$ cat config.mk
export PLATFORM = sky130hd
export DESIGN_NAME = mdu_hilo
export DESIGN_NICKNAME = d
export VERILOG_FILES = /design/src/rtl/mdu_pkg.sv /design/src/rtl/mdu_iter_core.sv /design/src/rtl/mdu_hilo.sv
export SDC_FILE = /design/constraint.sdc
export NUM_CORES = 1
export LEC_CHECK = 0
export ABC_AREA = 0
export CORE_MARGIN = 4
export CORE_UTILIZATION = 26
export CTS_BUF_LIST = sky130_fd_sc_hd__clkbuf_2 sky130_fd_sc_hd__clkbuf_4 sky130_fd_sc_hd__clkbuf_8
export DETAILED_ROUTE_END_ITERATION = 8
export GPL_TIMING_DRIVEN = 1
export PLACE_DENSITY = 0.41
export SETUP_SLACK_MARGIN = 0.05
export SLEW_MARGIN = 30
export SYNTH_ARGS = -nofsm -noshare
export SYNTH_HDL_FRONTEND = slang
export SYNTH_HIERARCHICAL = 1
export SYNTH_SLANG_ARGS = --single-unit
export TNS_END_PERCENT = 1
$ cat constraint.sdc
create_clock -name clk -period 3.5 [get_ports clk]
set_input_delay 0.7 -clock clk [delete_from_list [all_inputs] [get_ports clk]]
set_output_delay 0.7 -clock clk [all_outputs]
set_load 0.1 [all_outputs]
$ cat src/rtl/mdu_pkg.sv
// Shared op codes, FSM encoding and iteration count for the HI/LO multiply/divide unit.
// No logic; constants and types only.
// Imported by mdu_hilo and mdu_iter_core.
package mdu_pkg;

    localparam int ITER = 32;

    localparam logic [2:0] OP_MULT  = 3'd0;
    localparam logic [2:0] OP_MULTU = 3'd1;
    localparam logic [2:0] OP_DIV   = 3'd2;
    localparam logic [2:0] OP_DIVU  = 3'd3;
    localparam logic [2:0] OP_MTHI  = 3'd4;
    localparam logic [2:0] OP_MTLO  = 3'd5;

    typedef enum logic [1:0] {
        IDLE = 2'd0,
        CALC = 2'd1,
        FIX  = 2'd2
    } state_e;

endpackage

$ cat src/rtl/mdu_iter_core.sv
// One shift-add (multiply) or restoring shift-subtract (divide) step per enabled cycle on magnitudes.
// Latency: one iteration per step pulse; load takes effect on the next edge.
// No backpressure: the caller sequences load/step.
module mdu_iter_core
    import mdu_pkg::*;
#(
    parameter int WIDTH = ITER
) (
    input  logic                 clk,
    input  logic                 rst,
    input  logic                 load,
    input  logic                 step,
    input  logic                 is_div,
    input  logic [WIDTH-1:0]     init_lo,
    input  logic [WIDTH-1:0]     operand,
    output logic [2*WIDTH-1:0]   acc
);

    logic [2*WIDTH-1:0] acc_q, acc_d;
    logic [WIDTH-1:0]   opnd_q, opnd_d;
    logic [WIDTH:0]     sum;
    logic [WIDTH:0]     rem_sh;
    logic [WIDTH-1:0]   diff;
    logic               ge;

    always_comb begin
        sum    = {1'b0, acc_q[2*WIDTH-1:WIDTH]} + (acc_q[0] ? {1'b0, opnd_q} : '0);
        rem_sh = acc_q[2*WIDTH-1:WIDTH-1];
        ge     = (rem_sh >= {1'b0, opnd_q});
        // The partial remainder stays below the divisor, so the difference fits in WIDTH bits.
        diff   = rem_sh[WIDTH-1:0] - opnd_q;

        acc_d  = acc_q;
        opnd_d = opnd_q;
        if (load) begin
            acc_d  = {{WIDTH{1'b0}}, init_lo};
            opnd_d = operand;
        end else if (step) begin
            if (is_div) begin
                acc_d = {(ge ? diff : rem_sh[WIDTH-1:0]), acc_q[WIDTH-2:0], ge};
            end else begin
                acc_d = {sum, acc_q[WIDTH-1:1]};
            end
        end
    end

    always_ff @(posedge clk) begin
        if (rst) begin
            acc_q  <= '0;
            opnd_q <= '0;
        end else begin
            acc_q  <= acc_d;
            opnd_q <= opnd_d;
        end
    end

    assign acc = acc_q;

endmodule

$ cat src/rtl/mdu_hilo.sv
// Multi-cycle MULT/MULTU/DIV/DIVU engine owning HI/LO; MTHI/MTLO write in one cycle.
// Latency: 33 busy cycles then a one-cycle done pulse with HI/LO updated.
// start is ignored while busy; the issuing pipeline stalls on busy.
module mdu_hilo
    import mdu_pkg::*;
#(
    parameter int WIDTH = ITER,
    parameter int CNT_W = 6
) (
    input  logic             clk,
    input  logic             rst,
    input  logic             start,
    input  logic [2:0]       op,
    input  logic [WIDTH-1:0] x,
    input  logic [WIDTH-1:0] y,
    output logic             busy,
    output logic             done,
    output logic             div_by_zero,
    output logic [WIDTH-1:0] hi,
    output logic [WIDTH-1:0] lo
);

    localparam logic [CNT_W-1:0] LAST = CNT_W'(WIDTH - 1);

    state_e             state_q, state_d;
    logic [CNT_W-1:0]   cnt_q, cnt_d;
    logic [WIDTH-1:0]   hi_q, hi_d, lo_q, lo_d;
    logic               done_q, done_d;
    logic               dz_q, dz_d;
    logic               is_div_q, is_div_d;
    logic               qneg_q, qneg_d;
    logic               rneg_q, rneg_d;
    logic               yz_q, yz_d;

    logic               load, step;
    logic               sgn_op, div_op, sx, sy;
    logic [WIDTH-1:0]   abs_x, abs_y, init_lo, operand;
    logic [WIDTH-1:0]   rem, quo;
    logic [2*WIDTH-1:0] acc, prod;

    mdu_iter_core #(.WIDTH(WIDTH)) u_core (
        .clk     (clk),
        .rst     (rst),
        .load    (load),
        .step    (step),
        .is_div  (is_div_q),
        .init_lo (init_lo),
        .operand (operand),
        .acc     (acc)
    );

    always_comb begin
        sgn_op  = (op == OP_MULT) || (op == OP_DIV);
        div_op  = (op == OP_DIV) || (op == OP_DIVU);
        sx      = sgn_op & x[WIDTH-1];
        sy      = sgn_op & y[WIDTH-1];
        abs_x   = sx ? -x : x;
        abs_y   = sy ? -y : y;
        // Multiply shifts the multiplier out of the low half; divide shifts the dividend out.
        init_lo = div_op ? abs_x : abs_y;
        operand = div_op ? abs_y : abs_x;
        rem     = acc[2*WIDTH-1:WIDTH];
        quo     = acc[WIDTH-1:0];
        prod    = qneg_q ? -acc : acc;

        state_d  = state_q;
        cnt_d    = cnt_q;
        hi_d     = hi_q;
        lo_d     = lo_q;
        done_d   = 1'b0;
        dz_d     = dz_q;
        is_div_d = is_div_q;
        qneg_d   = qneg_q;
        rneg_d   = rneg_q;
        yz_d     = yz_q;
        load     = 1'b0;
        step     = 1'b0;

        unique case (state_q)
            IDLE: begin
                if (start) begin
                    case (op)
                        OP_MTHI: begin
                            hi_d   = x;
                            done_d = 1'b1;
                        end
                        OP_MTLO: begin
                            lo_d   = x;
                            done_d = 1'b1;
                        end
                        OP_MULT, OP_MULTU, OP_DIV, OP_DIVU: begin
                            load     = 1'b1;
                            cnt_d    = '0;
                            dz_d     = 1'b0;
                            is_div_d = div_op;
                            qneg_d   = sx ^ sy;
                            rneg_d   = sx;
                            yz_d     = div_op && (y == '0);
                            state_d  = CALC;
                        end
                        default: ;
                    endcase
                end
            end
            CALC: begin
                step  = 1'b1;
                cnt_d = cnt_q + CNT_W'(1);
                if (cnt_q == LAST) begin
                    state_d = FIX;
                end
            end
            FIX: begin
                if (is_div_q) begin
                    // A zero divisor leaves the dividend magnitude as remainder, so hi still comes back as x.
                    hi_d = rneg_q ? -rem : rem;
                    lo_d = yz_q ? '1 : (qneg_q ? -quo : quo);
                    dz_d = yz_q;
                end else begin
                    hi_d = prod[2*WIDTH-1:WIDTH];
                    lo_d = prod[WIDTH-1:0];
                end
                cnt_d   = '0;
                done_d  = 1'b1;
                state_d = IDLE;
            end
            default: state_d = IDLE;
        endcase
    end

    always_ff @(posedge clk) begin
        if (rst) begin
            state_q  <= IDLE;
            cnt_q    <= '0;
            hi_q     <= '0;
            lo_q     <= '0;
            done_q   <= 1'b0;
            dz_q     <= 1'b0;
            is_div_q <= 1'b0;
            qneg_q   <= 1'b0;
            rneg_q   <= 1'b0;
            yz_q     <= 1'b0;
        end else begin
            state_q  <= state_d;
            cnt_q    <= cnt_d;
            hi_q     <= hi_d;
            lo_q     <= lo_d;
            done_q   <= done_d;
            dz_q     <= dz_d;
            is_div_q <= is_div_d;
            qneg_q   <= qneg_d;
            rneg_q   <= rneg_d;
            yz_q     <= yz_d;
        end
    end

    assign busy        = (state_q != IDLE);
    assign done        = done_q;
    assign div_by_zero = dz_q;
    assign hi          = hi_q;
    assign lo          = lo_q;

endmodule

== Word level (Yosys, flattened, before mapping) ==
Index checks and enable logic that the tools add are counted.
Widths: inputs -> output; s select.
Cells by class
  equality and inequality tests: 14
  reduce and logical (&&, ||, !) cells: 19
  add/sub/neg operators: 8
  mux-type cells: 39
  bitwise operators: 3
  order comparisons: 1
Operator list (number)
  $mux 32: 17
  $mux 64: 2
  $neg 32->32: 4
  $pmux 32 s2: 2
  $neg 64->64: 1
  $add 32x32->33: 1
  $ge 33x32->1: 1
  $logic_not 32->1: 1
  $sub 32x32->32: 1
  $pmux 6 s3: 1
  $reduce_and 3->1: 5
  $mux 6: 2
  $mux 1: 9
  $add 6x1->6 const B: 1
  $eq 3x2->1 const B: 2
  $eq 3x3->1 const B: 2
  $eq 6x5->1 const B: 1
  $mux 2: 3
  $ne 2x1->1 const B: 3
  $ne 2x2->1 const B: 3
  $reduce_bool 2->1: 3
  $pmux 1 s2: 2
  $pmux 2 s2: 1
  $reduce_and 4->1: 1
  other kinds (12): 15
Storage, ports and cells
  input bits: 70
  logic and storage cells: 97
  bits in registers: 174

== Longest topological paths before layout ==
Gate-level depths: netlist of the first run.
  depth after elaboration: 6
  gate-level depth with buffers: 14
  mapped depth without buffers: 12

== By module ==
Netlist of the first run, hierarchy kept.
Modules (own cells, without submodules)
  mdu_iter_core: instances 1, area each 8250.4 um^2, cells each 1088
  mdu_hilo: instances 1, area each 7093.1 um^2, cells each 953

== Worst setup path after synthesis of the first run ==
OpenSTA, ideal clock, no wires.
  path kind: input port to flip-flop
  from: in y[4]
  to: reg u_core.acc_q[29], in the netlist u_core/acc[29]
  required time: 3.372 ns
  path buffers: 1
  cell stages on the path: 9
  data arrival time: 2.914 ns
  setup slack: 0.459 ns
  cell sequence: or4_4 > or3_1 > buf_2 > or3_4 > o41ai_1 > xor2_1 > mux2i_1 > a21oi_1 > nor2_1
On the way
  word-level cells in the longest chain between the ends: 4
Ends and longest elaborated chain
  start: declaration: RTL line mdu_hilo.sv:15  | input logic [WIDTH-1:0] y,
  $neg 32->32: RTL line mdu_hilo.sv:58  | abs_y = sy ? -y : y;
  $mux 32: RTL line mdu_hilo.sv:58
  $mux 32: RTL line mdu_hilo.sv:60  | init_lo = div_op ? abs_x : abs_y;
  named net init_lo[29]: RTL line mdu_hilo.sv:37  | logic [WIDTH-1:0] abs_x, abs_y, init_lo, operand;
  $mux 32: RTL line mdu_iter_core.sv:35  | if (load) begin
  end signal: assignment: RTL line mdu_iter_core.sv:49  | acc_q <= '0;
  end signal: assignment: RTL line mdu_iter_core.sv:52  | acc_q <= acc_d;
  end: declaration: RTL line mdu_iter_core.sv:19  | logic [2*WIDTH-1:0] acc_q, acc_d;
The timed path passes the listed nets, and every way through them passes these cells.
A chain may end at the register's enable or synchronous reset.

== Final worst setup path of the first run ==
  from: reg u_core.opnd_q[11]
  to: reg u_core.acc_q[60], in the netlist u_core/acc[60]
On the way
  word-level cells in the longest chain between the ends: 3
Ends and longest elaborated chain
  start: declaration: RTL line mdu_iter_core.sv:20  | logic [WIDTH-1:0] opnd_q, opnd_d;
  start signal: assignment: RTL line mdu_iter_core.sv:53  | opnd_q <= opnd_d;
  $mux 32, or another cell as far along: RTL line mdu_iter_core.sv:27  | sum = {1'b0, acc_q[2*WIDTH-1:WIDTH]} + (acc_q[0] ? {1'b0, opnd_q} : '0);
  $add 32x32->33 or $mux 32 (tied branches): RTL line mdu_iter_core.sv:27, mdu_iter_core.sv:40
  $mux 64 *: RTL line mdu_iter_core.sv:39  | if (is_div) begin
Every way passes the cells marked *; elsewhere a longest branch is shown, timed or not.

==> impl_metrics.yaml, run 1 <==
outcome:
  status: "finished clean"
synthesis:
  async_flop_share_pct: 0
  ys_ff_latch: 174
  yosys.area_share.simple_pct: 20.6
  synth_fp_nets: 2185
  synth_ff_type: "dfxtp_1"
  synth_edf_count: 0
  yosysWarnings: 6
  yosys-top-cells-count: "nor2_1, a21oi_1, dfxtp_1"
  muxShareOfSynthArea_pct: 9.98
  synthAdderAreaFrac_pct: 6.13
  synth.avg_cell_area_um2: 7.52
  yosys.area.top_type: "dfxtp_1"
  syn_area_mm2: 0.0153
  yosys.area.top_type_share_pct: 22.7
  yosys-top-cells-area: "dfxtp_1, mux2i_1, nor2_1, ha_1, a21oi_1"
  synth_compound_area_share_pct: 25.3
  syn_inst: 2041
  synth_seq_area_share_pct: 22.7
  synth_top_family_by_area: "compound AO/OA/AOI/OAI gates"
  synth_most_common_cell: "nor2_1"
  synthXorXnorAreaFrac_pct: 10.0
  synth_cell_types: 76
cts:
  clock_sinks: 174
  clk_path_buf_depth: 2
  hold_buffers: 0
  htree_levels: 4
  clkSlewWorstSetupHoldPaths_ns: 0.11
  cts_buffers: 17
  clk_latency_ns: 0.58
  cts_tree: "built"
  clockRootBuffer: "clkbuf_8"
detailed_routing:
  viasPerCell: 5.45
  post-route-drc-count: 0
  vias: 16700
  ant_nets: 0
  wl_per_cell_um: 24.1
  finalWirelength_mm: 73.7
  drtPass1Iterations: 5
  drtIter0Drc: 1499
global_route:
  grt_max_degree: 84
  grtUsageTotal_pct: 22.6
  gr-total-overflow: 0
  antenna_found_initial: 0
  grt_pass1_wl_mm: 108
  grt_pass1_vias: 16000
sta:
  relSlewSlack_pct: 32.3
  skew_ns: 0.0233
  slew_violations: 0
  period_share_pct: 95.3
  setup_viol: 0
  finalHoldViolCount: 0
  min_period_ns: 3.33
  rsz0062_at_grt: "true"
  worst_pin_slew_ns: 1.01
  max_freq_mhz: 300
  fin_setup_tns_ns: 0
die:
  die_h_um: 251
  row_count: 88
  pin_count: 137
  core_mm2: 0.0580
  die_w_um: 251
  initial_core_util_pct: 26.4
  die_area_mm2: 0.0630
critical_path:
  crit_chain: "inv_1 -> ha_1 -> nand4_1 -> buf_4 -> nor3_1 -> o211ai_1 -> a311oi_1 -> o21ai_0 -> xnor2_1 -> mux2i_1 -> a221oi_2 -> o31a_1"
  cp-start-kind: "flop"
  crit_type: "reg -> reg"
  slowest_stage: "dfxtp_1"
  cp_max_fo: 8
  slowest_delay_ns: 0.48
  critPathCaptureType: "flop"
  cp_data_arrival_time_ns: 3.86
  rrSetupSlack_ns: 0.17
  critical_path_required_ns: 4.03
cells_and_area:
  drive_above_1_share_pct: 14.0
  syn2layout_area_growth_pct: 25.9
  antennaDiodeCount: 0
  finish.utilization_pct: 33.3
  nets: 2424
  design_area_mm2: 0.0193
worst_hold_path:
  min_path_type: "reg -> reg"
placed_design:
  gp_congestion: 0.938
  dpl_cell_area_mm2: 0.0188
  port_buffers: 136
  dp_hpwl_mm: 59.4
power_and_ir_drop:
  max-vdd-ir-drop_mv: 0.244
  p_leak_nw: 7.61
  power.density_mw_per_mm2: 438
  finalPower_mw: 8.46
job:
  max-cap-violations: 0
-- power by group --
part           switching, mW  total (mW)  internal [mW]  leakage, nW
registers              0.194        2.34           2.14         1.42
clock network          0.928        1.75          0.820        0.221
logic                   2.79        4.38           1.58         5.97
-- worst paths after layout --
| kind | end | depth (start not counted) | startpoint |
|---|---|---|---|
| setup / recovery | u_core/acc[60] | 12 | u_core/opnd_q[11] |
| hold / removal | hi[8] | 2 | hi[8] |
| setup reg to reg | u_core/acc[60] | 12 | u_core/opnd_q[11] |
| hold reg to reg | hi[8] | 2 | hi[8] |
-- through the flow --
step / cells / worst slack (ns) / hold WS (ns)
finish: 3058 / 0.165 / 0.473
global route: 3058 / -0.0180 / 0.499
CTS: 3058 / 0.0330 / 0.472
detailed placement: 3026 / -0.103 / 0.458
global placement: 3026 / -0.113 / 0.455
floorplan: 2041 / 0.459 / 0.445
-- worst max-delay path: cells and delay by family (launching register included) --
kind	cells	cell delay [ns]
xor+xnor	1	0.35
mux	1	0.17
flops	1	0.48
fa+ha+maj	1	0.43
buf+inv	2	0.29
simple gates	2	0.39
compound gates	5	1.18
-- what timing repair did --
item                                    in CTS  in global routing
gates resized for setup                      1                 11
setup buffers                                0                  0
gates cloned                                 0                  0
pin swaps                                    0                  2
endpoints found under the setup margin       2                  8
-- layout by cell type (no fill, tap or decap), types with 9 or more instances in the layout --
cell	netlist	routed
a211oi_1	57	54
a21o_1	33	33
a21oi_1	176	173
a221oi_1	36	35
a31oi_1	22	21
and2_1	39	39
and3_1	11	11
buf_4	1	230
clkbuf_8	0	18
clkdlybuf4s50_1	0	117
dfxtp_1	174	173
ha_1	72	70
inv_1	71	70
mux2i_1	144	144
nand2_1	148	148
nand2b_1	14	13
nand3_1	25	25
nand4_1	23	23
nor2_1	247	246
nor2b_1	12	11
nor3_1	44	44
nor4_1	22	22
o211ai_1	24	24
o21a_1	9	9
o21ai_0	131	129
o31ai_1	19	19
o41ai_1	14	14
or3_1	20	20
or4_1	15	15
xnor2_1	78	78
xor2_1	98	98
-- registers in the layout, indices dropped and copies added, names as in the netlist, 2 cells and up --
name           cells
u_core/acc        64
hi                32
lo                32
u_core/opnd_q     32
cnt_q              6
state_q            2
-- cells by family after synthesis --
family                   Yosys count
AO/OA/AOI/OAI                    603
buffers and inverters            204
adder cells (fa/ha/maj)           74
multiplexers                     152
XOR/XNOR                         176
flip-flops                       174
AND/OR/NAND/NOR                  658
-- routing by layer --
| layer | global-route usage, % | vias up | part of all wire, % |
|---|---|---|---|
| met5 | 0 | - | 0 |
| met4 | 9.42 | 0 | 4.4 |
| met3 | 5.27 | 105 | 7.6 |
| met2 | 32.3 | 664 | 40 |
| met1 | 32.6 | 7999 | 48 |
| li1 | - | 7911 | - |
-- area by class of cell --
class,instances,area [µm²]
Tap cell,765,957
Sequential cell,174,3490
Clock inverter,13,200
Multi-Input combinational cell,1663,11100
Fill cell,6172,38700
Timing Repair Buffer,353,3010
Inverter,71,268
Clock buffer,19,255
(Power assumes the default switching activity.)
==> run 2: changes to the inputs <==
--- a/config.mk
+++ b/config.mk
@@ -6,7 +6,7 @@
 export NUM_CORES = 1
 export LEC_CHECK = 0
 export ABC_AREA = 0
-export CORE_MARGIN = 4
+export ABC_CLOCK_PERIOD_IN_PS = 3500
 export CORE_UTILIZATION = 26
 export CTS_BUF_LIST = sky130_fd_sc_hd__clkbuf_2 sky130_fd_sc_hd__clkbuf_4 sky130_fd_sc_hd__clkbuf_8
 export DETAILED_ROUTE_END_ITERATION = 8
==> run 2 against run 1 <==
Effect of this change:
- worst setup slack better by 0.0072 ns
- first-iteration DRC count up 3.0%
- fmax up 0.22%
- core utilization up 0.093 points
- sequential power about the same
- die area down 4.7%
- hold slack better by 0.011 ns
- highest routed layer unchanged
==> impl_metrics.yaml, run 2 (synthesis gave the netlist of run 1 again) <==
cts:
  cts_buffers: 17
  clkSlewWorstSetupHoldPaths_ns: 0.10
  cts_tree: "built"
  htree_levels: 4
  clk_path_buf_depth: 2
  clockRootBuffer: "clkbuf_8"
  clock_sinks: 174
  cts_setup_buffers: 0
  clk_latency_ns: 0.58
placed_design:
  dp_slack_ns: -0.0984
  port_buffers: 136
  dp_hpwl_mm: 59.2
  gp_congestion: 0.944
critical_path:
  rrSetupSlack_ns: 0.17
  r2r-start: "u_core/opnd_q[1]"
  rr_worst_depth: 12
  critPathCaptureType: "flop"
  crit_type: "reg -> reg"
  critPathLaunch: "u_core/opnd_q[1]"
  cp_data_arrival_time_ns: 3.78
  r2r-end: "u_core/acc[0]"
  cp-start-kind: "flop"
  cp_max_fo: 29
  crit_end: "u_core/acc[0]"
  critical_path_required_ns: 3.95
detailed_routing:
  viasPerCell: 5.51
  post-route-drc-count: 0
  finalWirelength_mm: 73.6
  wl_per_cell_um: 24.0
  vias: 16900
  drtPass1Iterations: 6
  ant_nets: 0
  drtIter0Drc: 1544
global_route:
  gr-total-overflow: 0
  grt_pass1_wl_mm: 107
  grt_pass1_vias: 16000
  grt_max_degree: 141
  grtUsageTotal_pct: 24.3
  antenna_found_initial: 0
sta:
  worst_pin_slew_ns: 1.00
  setup_viol: 0
  finalWorstSetupSlack_ns: 0.172
  relSlewSlack_pct: 33.0
  slew_violations: 0
  rsz0062_at_grt: "true"
  period_share_pct: 95.1
  max_freq_mhz: 301
  min_period_ns: 3.33
  skew_ns: 0.0255
  finalHoldViolCount: 0
cells_and_area:
  layout_common_cells: "nor2_1, buf_4, a21oi_1, dfxtp_1, nand2_1"
  syn2layout_area_growth_pct: 26.3
  finish.utilization_pct: 33.4
  final_common_cell: "nor2_1"
  largest_register_ffs: 64
  nets: 2433
  drive_above_1_share_pct: 14.1
die:
  pin_count: 137
  initial_core_util_pct: 26.4
  core_mm2: 0.0580
  die_h_um: 245
  row_count: 88
  die_w_um: 245
  die_area_mm2: 0.0600
power_and_ir_drop:
  max-vdd-ir-drop_mv: 0.296
  p_leak_nw: 7.65
  finalPower_mw: 8.41
  power.density_mw_per_mm2: 434
job:
  max-cap-violations: 0
worst_hold_path:
  hold_depth: 2
  min_path_type: "reg -> reg"
outcome:
  status: "finished clean"
==> run 2: cell types whose count changed in the layout (fill, tap and decap cells not counted), sizes merged <==
| cell | delta |
|---|---|
| buf | +5 |
| clkbuf | +1 |
| clkinvlp | -2 |
| inv | +1 |
| clkdlybuf4s50 | +4 |
| bufinv | -1 |
| diode | +3 |
| clkinv | +1 |
==> run 2: layout make-up <==
cell class | count | area (µm²)
fillers | 6236 | 38600
multi-input cells | 1663 | 11100
diodes | 3 | 7.51
clock buffers | 20 | 269
flip-flops and latches | 174 | 3490
inverters | 71 | 268
repair buffers | 362 | 3080
clock inverters | 12 | 173
well taps | 765 | 957
==> run 2: how the worst min path moves through the flow <==
stage          slack, ns  endpoint    from
3_5_place_dp        0.47      yz_q    yz_q
2_1_floorplan       0.45      yz_q    yz_q
6_report            0.48    lo[15]  lo[15]
4_1_cts             0.48      yz_q    yz_q
5_1_grt             0.50      yz_q    yz_q
3_3_place_gp        0.46     hi[8]   hi[8]
==> run 2: report_power, final <==
part           leakage [nW]  switching [mW]  internal [mW]
clock network         0.222           0.911          0.771
registers              1.42           0.181           2.14
logic                  6.01            2.82           1.59
total                  7.65            3.91           4.51
==> run 2: critical path, stage by stage (launching register included) <==
cell	delay, ns
dfxtp_1	0.49
inv_1	0.08
ha_1	0.29
nor2b_1	0.18
o211ai_1	0.13
a211oi_1	0.45
o311a_1	0.30
nor2_2	0.09
a21oi_4	0.17
buf_12	0.22
or2_1	0.27
o211ai_1	0.17
a221oi_2	0.34
==> run 2: stage by stage <==
step	cells	hold slack (ns)	TNS [ns]	cell area, µm²
floorplan	2041	0.445	0	15300
global placement	3035	0.461	-0.606	18900
detailed placement	3035	0.468	-0.805	18900
CTS	3067	0.482	0	19300
global route	3067	0.503	0	19400
finish	3070	0.484	0	19400
==> run 2: layer usage <==
metal  global-route usage, %  up-vias  share of wire (%)
met5                       0        -                  0
met4                    8.00        0                3.0
met3                    3.50       89                7.1
met2                    36.1      726                 42
met1                    35.3     8165                 48
li1                        -     7946                  -
==> run 2: repair_timing <==
action,in CTS,in global routing
pin swaps,0,0
hold buffers,0,0
gates resized for setup,1,9
endpoints found under the setup margin,3,9
==> run 3: changes to the inputs <==
--- a/config.mk
+++ b/config.mk
@@ -7,11 +7,10 @@
 export LEC_CHECK = 0
 export ABC_AREA = 0
 export ABC_CLOCK_PERIOD_IN_PS = 3500
-export CORE_UTILIZATION = 26
+export CORE_UTILIZATION = 43
 export CTS_BUF_LIST = sky130_fd_sc_hd__clkbuf_2 sky130_fd_sc_hd__clkbuf_4 sky130_fd_sc_hd__clkbuf_8
 export DETAILED_ROUTE_END_ITERATION = 8
 export GPL_TIMING_DRIVEN = 1
-export PLACE_DENSITY = 0.41
 export SETUP_SLACK_MARGIN = 0.05
 export SLEW_MARGIN = 30
 export SYNTH_ARGS = -nofsm -noshare
==> run 3 against run 2 <==
Effect of this change:
- design area decreased by 2.3%
- largest power group unchanged
- non-clock buffer count decreased by 13
- total power down 1.8%
- critical path depth up 1
- sequential share of layout area grew 0.41 points
- critical path type unchanged
- first-iteration DRC count up 20%
- critical endpoint is now u_core/acc[53]
==> impl_metrics.yaml, run 3 (synthesis gave the netlist of run 1 again) <==
power_and_ir_drop:
  seqPwrFrac_pct: 28.2
  max-vdd-ir-drop_mv: 0.404
  p_sw_share_pct: 46.1
  clkPwrFrac_pct: 20.1
  p_int_mw: 4.46
  p_leak_nw: 7.59
  comb_power_share_pct: 51.7
  power.density_mw_per_mm2: 436
  p_sw_mw: 3.81
cts:
  clock_sinks: 174
  cts_setup_buffers: 0
  clk_latency_ns: 0.52
  cts_buffers: 17
  clk_path_buf_depth: 2
  htree_levels: 4
  clockRootBuffer: "clkbuf_8"
  cts_tree: "built"
  clkSlewWorstSetupHoldPaths_ns: 0.11
global_route:
  antenna_found_initial: 0
  grtUsageTotal_pct: 35.3
  grt_pass1_vias: 15400
  gr-total-overflow: 0
  grt_max_degree: 103
  grt_pass1_wl_mm: 96.1
critical_path:
  slowest_delay_ns: 0.39
  critical_path_required_ns: 3.93
  cp-start-kind: "flop"
  crit_type: "reg -> reg"
  slowest_stage: "a211oi_1"
  cp_data_arrival_time_ns: 3.70
  cp_max_fo: 11
  critPathCaptureType: "flop"
  crit_chain: "buf_4 -> inv_1 -> ha_1 -> a211oi_1 -> a211oi_1 -> o311a_1 -> nor2_2 -> a21oi_4 -> buf_12 -> or2_1 -> nor2_1 -> a211oi_2 -> buf_4"
cells_and_area:
  nets: 2420
  antennaDiodeCount: 0
  drive_above_1_share_pct: 13.4
  layout_common_cells: "nor2_1, buf_4, a21oi_1, dfxtp_1, nand2_1"
  final_common_cell: "nor2_1"
  syn2layout_area_growth_pct: 23.4
  stdcell_count: 2744
  num-fill-cells: 3410
  design_area_mm2: 0.0189
  largest_register_ffs: 64
  finish.utilization_pct: 54.4
die:
  die_area_mm2: 0.0364
  die_h_um: 191
  die_w_um: 191
  initial_core_util_pct: 44.1
  row_count: 68
  core_mm2: 0.0348
  pin_count: 137
sta:
  worst_pin_slew_ns: 1.00
  fin_setup_tns_ns: 0
  relSlewSlack_pct: 33.1
  rsz0062_at_grt: "false"
  hold_slack_ns: 0.462
  skew_ns: 0.0207
  finalHoldViolCount: 0
  setup_viol: 0
  slew_violations: 0
  max_freq_mhz: 306
  period_share_pct: 93.4
  min_period_ns: 3.27
detailed_routing:
  ant_nets: 0
  viasPerCell: 6.19
  vias: 17000
  wl_per_cell_um: 23.8
  drtIter0Drc: 1860
  finalWirelength_mm: 65.4
  drtPass1Iterations: 6
  post-route-drc-count: 0
outcome:
  status: "finished clean"
placed_design:
  dp_hpwl_mm: 51.6
  placed_cells: 2712
  gp_congestion: 1.00
  port_buffers: 136
  dpl_cell_area_mm2: 0.0184
worst_hold_path:
  min_path_type: "reg -> reg"
job:
  max-cap-violations: 0
[run 3: power groups by stage]
| stage | clock [mW] | sequential [mW] | combinational (mW) |
|---|---|---|---|
| CTS | 1.68 | 2.32 | 4.17 |
| detailed placement | 0 | 2.37 | 4.14 |
| floorplan | 0 | 2.77 | 2.30 |
| global route | 1.75 | 2.34 | 4.54 |
| global placement | 0 | 2.36 | 4.13 |
| finish | 1.66 | 2.33 | 4.28 |
[run 3: final cells by class]
type | instances | area, µm² | share of cell area, %
well taps | 455 | 569 | 3.01
flip-flops and latches | 174 | 3490 | 18.4
inverters | 71 | 268 | 1.41
multi-input cells | 1663 | 11200 | 58.9
repair buffers | 349 | 3030 | 16.0
clock buffers | 17 | 234 | 1.24
clock inverters | 15 | 198 | 1.04
[run 3: layer usage]
layer | global-route usage (%) | part of all wire [%]
met1 | 50.0 | 45
met3 | 5.73 | 8.2
met2 | 52.7 | 43
met4 | 14.6 | 4.0
met5 | 0 | 0
[run 3: per-stage QoR]
step | power [mW] | worst slack, ns
detailed placement | 6.51 | -0.0743
CTS | 8.17 | 0.151
floorplan | 5.07 | 0.459
global placement | 6.50 | -0.0211
global route | 8.63 | 0.0583
finish | 8.26 | 0.230
[run 3: final timing paths]
check	depth (start not counted)	from	slack [ns]	to
hold / removal	2	hi[8]	0.46	hi[8]
hold reg to reg	2	hi[8]	0.46	hi[8]
setup / recovery	13	u_core/opnd_q[3]	0.23	u_core/acc[53]
setup reg to reg	13	u_core/opnd_q[3]	0.23	u_core/acc[53]
[run 3: critical path: cells and delay by family (launching register included)]
| family | cells | cell delay (ns) |
|---|---|---|
| AO/OA/AOI/OAI | 5 | 1.19 |
| adder cells (fa/ha/maj) | 1 | 0.38 |
| buffers and inverters | 4 | 0.50 |
| flip-flops | 1 | 0.35 |
| AND/OR/NAND/NOR | 3 | 0.77 |
[run 3: timing repair]
item                                    4_1_cts  5_1_grt
resized for setup                             1       12
endpoints found under the setup margin        1        8
hold buffers                                  0        0
